### src/rtl/bitserial_mac_seq.sv
// Self-sequenced bit-serial dot-product unit: one weight bit-plane per beat, MSB first,
// runtime precision, signed/unsigned weights, saturating output with optional max-pooling.
module bitserial_mac_seq #(
  parameter int unsigned DATA_WIDTH   = 8,
  parameter int unsigned VEC_LENGTH   = 16,
  parameter int unsigned W_MAX_BITS   = 8,
  parameter int unsigned ACC_WIDTH    = DATA_WIDTH + W_MAX_BITS + $clog2(VEC_LENGTH),
  parameter int unsigned RESULT_WIDTH = 2 * DATA_WIDTH
) (
  input  logic                                   clk,
  input  logic                                   reset,
  input  logic                                   in_valid,
  output logic                                   in_ready,
  input  logic [VEC_LENGTH-1:0][DATA_WIDTH-1:0]  act,
  input  logic [VEC_LENGTH-1:0]                  w_bit,
  input  logic [$clog2(W_MAX_BITS+1)-1:0]        w_prec,
  input  logic                                   w_signed,
  input  logic                                   is_pooling,
  input  logic [RESULT_WIDTH-1:0]                pool_in,
  output logic                                   out_valid,
  input  logic                                   out_ready,
  output logic [RESULT_WIDTH-1:0]                result
);

  localparam int unsigned PW = $clog2(W_MAX_BITS + 1);

  localparam logic signed [ACC_WIDTH-1:0] ResMax =
    {{(ACC_WIDTH - RESULT_WIDTH + 1){1'b0}}, {(RESULT_WIDTH - 1){1'b1}}};
  localparam logic signed [ACC_WIDTH-1:0] ResMin =
    {{(ACC_WIDTH - RESULT_WIDTH + 1){1'b1}}, {(RESULT_WIDTH - 1){1'b0}}};

  typedef enum logic [1:0] {StIdle, StRun, StDrain, StDone} state_e;

  state_e                                state_q;
  logic [VEC_LENGTH-1:0][DATA_WIDTH-1:0] act_q;
  logic [PW-1:0]                         prec_q;
  logic [PW-1:0]                         cnt_q;
  logic                                  signed_q;
  logic                                  pool_q;
  logic [RESULT_WIDTH-1:0]               pool_in_q;
  logic signed [ACC_WIDTH-1:0]           psum_q;
  logic signed [ACC_WIDTH-1:0]           acc_q;
  logic                                  pipe_valid_q;
  logic                                  pipe_first_q;
  logic                                  in_ready_q;
  logic                                  out_valid_q;
  logic [RESULT_WIDTH-1:0]               result_q;

  logic                                  accept;
  logic                                  first_beat;
  logic [PW-1:0]                         prec_in_eff;
  logic [PW-1:0]                         prec_cur;
  logic                                  signed_cur;
  logic [PW-1:0]                         cnt_nxt;
  logic                                  last_beat;
  logic signed [ACC_WIDTH-1:0]           lane_sum;
  logic signed [ACC_WIDTH-1:0]           psum_d;
  logic [RESULT_WIDTH-1:0]               sat_val;
  logic [RESULT_WIDTH-1:0]               final_val;

  assign in_ready  = in_ready_q;
  assign out_valid = out_valid_q;
  assign result    = result_q;

  assign accept     = in_valid & in_ready_q;
  assign first_beat = (state_q == StIdle);

  always_comb begin
    prec_in_eff = w_prec;
    if (w_prec == '0) begin
      prec_in_eff = PW'(1);
    end else if (w_prec > PW'(W_MAX_BITS)) begin
      prec_in_eff = PW'(W_MAX_BITS);
    end
  end

  // Job parameters come straight from the ports on the first beat, from latches afterwards.
  assign prec_cur   = first_beat ? prec_in_eff : prec_q;
  assign signed_cur = first_beat ? w_signed : signed_q;
  assign cnt_nxt    = cnt_q + 1'b1;
  assign last_beat  = (cnt_nxt == prec_cur);

  always_comb begin
    logic [DATA_WIDTH-1:0] a;
    lane_sum = '0;
    for (int j = 0; j < int'(VEC_LENGTH); j++) begin
      a = first_beat ? act[j] : act_q[j];
      if (w_bit[j]) begin
        lane_sum = lane_sum + {{(ACC_WIDTH - DATA_WIDTH){a[DATA_WIDTH-1]}}, a};
      end
    end
  end

  // The MSB plane of a signed weight carries weight -2^(P-1).
  assign psum_d = (first_beat && signed_cur) ? -lane_sum : lane_sum;

  always_comb begin
    if (acc_q > ResMax) begin
      sat_val = ResMax[RESULT_WIDTH-1:0];
    end else if (acc_q < ResMin) begin
      sat_val = ResMin[RESULT_WIDTH-1:0];
    end else begin
      sat_val = acc_q[RESULT_WIDTH-1:0];
    end
    final_val = sat_val;
    if (pool_q && ($signed(pool_in_q) > $signed(sat_val))) begin
      final_val = pool_in_q;
    end
  end

  always_ff @(posedge clk) begin
    if (reset) begin
      state_q      <= StIdle;
      act_q        <= '0;
      prec_q       <= '0;
      cnt_q        <= '0;
      signed_q     <= 1'b0;
      pool_q       <= 1'b0;
      pool_in_q    <= '0;
      psum_q       <= '0;
      acc_q        <= '0;
      pipe_valid_q <= 1'b0;
      pipe_first_q <= 1'b0;
      in_ready_q   <= 1'b1;
      out_valid_q  <= 1'b0;
      result_q     <= '0;
    end else begin
      pipe_valid_q <= accept;
      if (accept) begin
        psum_q       <= psum_d;
        pipe_first_q <= first_beat;
      end
      if (pipe_valid_q) begin
        acc_q <= pipe_first_q ? psum_q : (acc_q <<< 1) + psum_q;
      end

      unique case (state_q)
        StIdle, StRun: begin
          if (accept) begin
            if (first_beat) begin
              act_q     <= act;
              prec_q    <= prec_in_eff;
              signed_q  <= w_signed;
              pool_q    <= is_pooling;
              pool_in_q <= pool_in;
            end
            if (last_beat) begin
              state_q    <= StDrain;
              cnt_q      <= '0;
              in_ready_q <= 1'b0;
            end else begin
              state_q <= StRun;
              cnt_q   <= cnt_nxt;
            end
          end
        end
        StDrain: state_q <= StDone;
        StDone: begin
          if (!out_valid_q) begin
            result_q    <= final_val;
            out_valid_q <= 1'b1;
          end else if (out_ready) begin
            out_valid_q <= 1'b0;
            state_q     <= StIdle;
            in_ready_q  <= 1'b1;
          end
        end
        default: state_q <= StIdle;
      endcase
    end
  end

endmodule
### config.mk
export PLATFORM = sky130hd
export DESIGN_NAME = bitserial_mac_seq
export DESIGN_NICKNAME = d
export VERILOG_FILES = /design/src/rtl/bitserial_mac_seq.sv
export SDC_FILE = /design/constraint.sdc
export NUM_CORES = 1
export LEC_CHECK = 0
export BUFFER_PORTS_ARGS = -buffer_cell sky130_fd_sc_hd__buf_2
export CORE_MARGIN = 2
export CORE_UTILIZATION = 69
export CTS_CLUSTER_DIAMETER = 80
export CTS_CLUSTER_SIZE = 20
export DETAILED_ROUTE_END_ITERATION = 7
export PLACE_DENSITY_LB_ADDON = 0.08
export SETUP_SLACK_MARGIN = 0.4
export SYNTH_ARGS = -nofsm -noshare
export SYNTH_HDL_FRONTEND = slang
export SYNTH_SLANG_ARGS = --single-unit
### constraint.sdc
create_clock -name clk -period 64 [get_ports clk]
set_input_delay 3.2 -clock clk [delete_from_list [all_inputs] [get_ports clk]]
set_output_delay 3.2 -clock clk [all_outputs]
set_load 0.01 [all_outputs]
==> reports/qor.txt <==
Pin count of the biggest net entering global routing -> 77
PostCTS Resize Cnt -> 0
RSZ-0062 raised after global routing -> no
Share of layout cells above drive strength 1 -> 8.95%
Fraction of registers with async set/reset -> 0%
Starting density of the core -> 70.2%
CP max stage delay -> 0.73 ns
First-pass GRT wire length -> 149 mm
Post-Route Setup TNS -> 0 ns
PortBufs -> 187
CP Class -> input port to flip-flop
Die area -> 0.0434 mm2
Routed WL per cell -> 20.5 um
Yosys Warn Count -> 0
CTS max path bufs -> 3
Setup WS post-layout -> 38.40 ns
Mapped Cells -> 4046
Tot GR Track Use -> 42.0%
Crit Reg-Reg Endpoint -> psum_q[19]$_SDFFE_PP0P_
Hold Crit Start -> act_q[6]$_SDFFE_PP0P_
Die Span X -> 208 um
Total CTS buffers -> 17
Post-Syn Area -> 0.0288 mm2
Latest clock arrival within the worst-skew pair -> 0.56 ns
Period utilization -> 40.0%
Max Transition Viols Final -> 0
Ports -> 188
Seq cells post-synth -> 215
Clock root buffer -> clkbuf_16
Vias per inst -> 6.71
Seq/Total Area, Yosys -> 15.0%
Initial antenna violation count -> 16
Vias -> 31.1k
CP endpoint kind -> flip-flop
Fin nets -> 4576
DRT Pass-1 Iters -> 6
Core area -> 0.0410 mm2
GRT overflow -> 0
Syn Nets -> 4541
CP arrival -> 26.06 ns
Dpl hpwl -> 73.4 mm
Fin crit period -> 25.60 ns
Fill cells -> 3424
Worst reg2reg startpoint -> state_q[1]$_SDFFE_PP0P_
WP data required -> 64.46 ns
Worst reg2reg setup slack -> 39.40 ns
Die Ht -> 208 um
Tightest Hold Check Type -> flip-flop to flip-flop
CP Launch Type -> input port
Post-synth top flop -> dfxtp_1
Sink Count -> 215
Outcome -> finished clean
Post-CTS Hold Fix Bufs -> 0
Max FO, Critical Path -> 6
Syn-to-layout area delta -> 5.79%
Hold Vio Cnt, Final -> 0
Most used cell, CP -> ha_1
Syn Area/Cell -> 7.11 um2
Final setup fails -> 0
Vias in the first global route -> 27.9k
Slowest stage cell, crit path -> o21ai_1
CTS tree -> built
Max cap viols -> 0
Worst-case headroom to the max-slew limit -> 13.8%
Row count -> 74
H-tree depth -> 1
Post-CTS setup buffer count -> 0
RePlAce Congestion -> 1.04
First DRT Iteration DRCs -> 3409
ANT nets after route -> 0
Peak Freq -> 0.0391 GHz
Path depth of the worst reg2reg path -> 109
DP Worst Slack -> 38.48 ns
Final wirelength -> 95.1 mm
DR DRC count -> 0
EDFF count, synth -> 0
Clk slew on worst S/H paths -> 0.08 ns
Worst setup path start -> act[0]
Actual slew at the worst max-slew pin -> 1.28 ns
Critical Path End -> psum_q[19]$_SDFFE_PP0P_
Clk_skew -> 0.0311 ns
Yosys cell types -> 108
## sequential cells by signal (all words and copies together), names as in the netlist
name and count:
pool_q 1, act_q 128, cnt_q 4, state_q 2, pipe_first_q 1, out_valid 1
result 16, in_ready 1, pool_in_q 16, psum_q 20, pipe_valid_q 1, prec_q 4
acc_q 20
## synth_stat cells, types with 88 or more instances
cell        n  area (um2)
xnor2_1   156        1370
nor3_1     89         445
a21o_1     88         661
xor2_1     94         823
ha_1      307        3840
nor2_1    309        1160
dfxtp_1   215        4300
a21oi_1   335        1680
nand2_1   774        2910
o21ai_0   225        1130
inv_1     148         556
a32o_1    120        1200
clkbuf_1  169         634
## layout by cell type, fill, tap and decap left out, types with 26 or more instances in the layout
cell / instances
a211oi_1: 47
a21o_1: 88
a21oi_1: 335
a31oi_1: 35
a32o_1: 120
and3_1: 38
buf_2: 187
buf_4: 28
dfxtp_1: 215
ha_1: 307
inv_1: 148
mux2_2: 39
mux2i_1: 43
nand2_1: 774
nand2b_1: 35
nand3_1: 81
nor2_1: 307
nor3_1: 89
o211ai_1: 36
o21a_1: 68
o21ai_0: 225
o21bai_1: 54
o31ai_1: 37
or3_1: 26
xnor2_1: 156
xor2_1: 94
## critical path, delay by kind of cell
| family | cells | cell delay (ns) |
|---|---|---|
| AOI/OAI and AO/OA | 33 | 7.95 |
| adders and majority gates | 16 | 5.22 |
| and+or+nand+nor | 31 | 5.03 |
| xor gates and xnor gates | 17 | 3.34 |
| buffers and inverters | 9 | 0.76 |
| muxes | 2 | 0.49 |
## worst min path at each step
stage,end,slack (ns),cells after the start
after floorplan,act_q[3]$_SDFFE_PP0P_,0.43,2
after global routing,act_q[93]$_SDFFE_PP0P_,0.48,1
after CTS,prec_q[3]$_SDFFE_PP0P_,0.46,2
final,act_q[6]$_SDFFE_PP0P_,0.46,2
after global placement,act_q[3]$_SDFFE_PP0P_,0.44,2
after detailed placement,act_q[0]$_SDFFE_PP0P_,0.45,2
## per-stage QoR
| stage | std cells | cell area [um2] | hold WS (ns) | util (%) |
|---|---|---|---|---|
| after floorplan | 4046 | 28800 | 0.433 | - |
| after global placement | 4594 | 29800 | 0.441 | 72.8 |
| after detailed placement | 4594 | 29800 | 0.449 | 72.8 |
| after CTS | 4622 | 30400 | 0.460 | 74.1 |
| after global routing | 4632 | 30400 | 0.478 | 74.2 |
| final | 4638 | 30500 | 0.461 | 74.2 |
## final cells by class
cell class              instances  area [um2]  share of cell area [%]
clock inverters                 9         119                   0.390
repair buffers                215        1150                    3.76
multi-input cells            3475       23100                    76.0
flip-flops and latches        215        4300                    14.1
clock buffers                  19         443                    1.45
inverters                     157         592                    1.94
diodes                         16        40.0                   0.131
well taps                     532         666                    2.19
## logic make-up (layout without fill, tap and decap cells)
family | Yosys count | in the layout | share of synthesized area (%)
other | 0 | 16 | 0
multiplexers | 85 | 85 | 3.22
buffers and inverters | 356 | 400 | 4.68
AND/OR/NAND/NOR | 1493 | 1493 | 22.7
AO/OA/AOI/OAI | 1318 | 1318 | 32.0
XOR/XNOR | 254 | 254 | 7.92
flip-flops | 215 | 215 | 15.0
adder cells (fa/ha/maj) | 325 | 325 | 14.6
## metal layers
metal / vias to the layer above / track usage (%) / part of all wire [%]
met2: 1519 / 65.7 / 43
met5: - / 0 / 0.043
met4: 6 / 23.3 / 6.2
li1: 14900 / - / -
met3: 283 / 7.74 / 9.3
met1: 14400 / 54.7 / 42
Power is not shown: default switching activity piles up to over one toggle a cycle in this logic, so the estimate is an artifact.
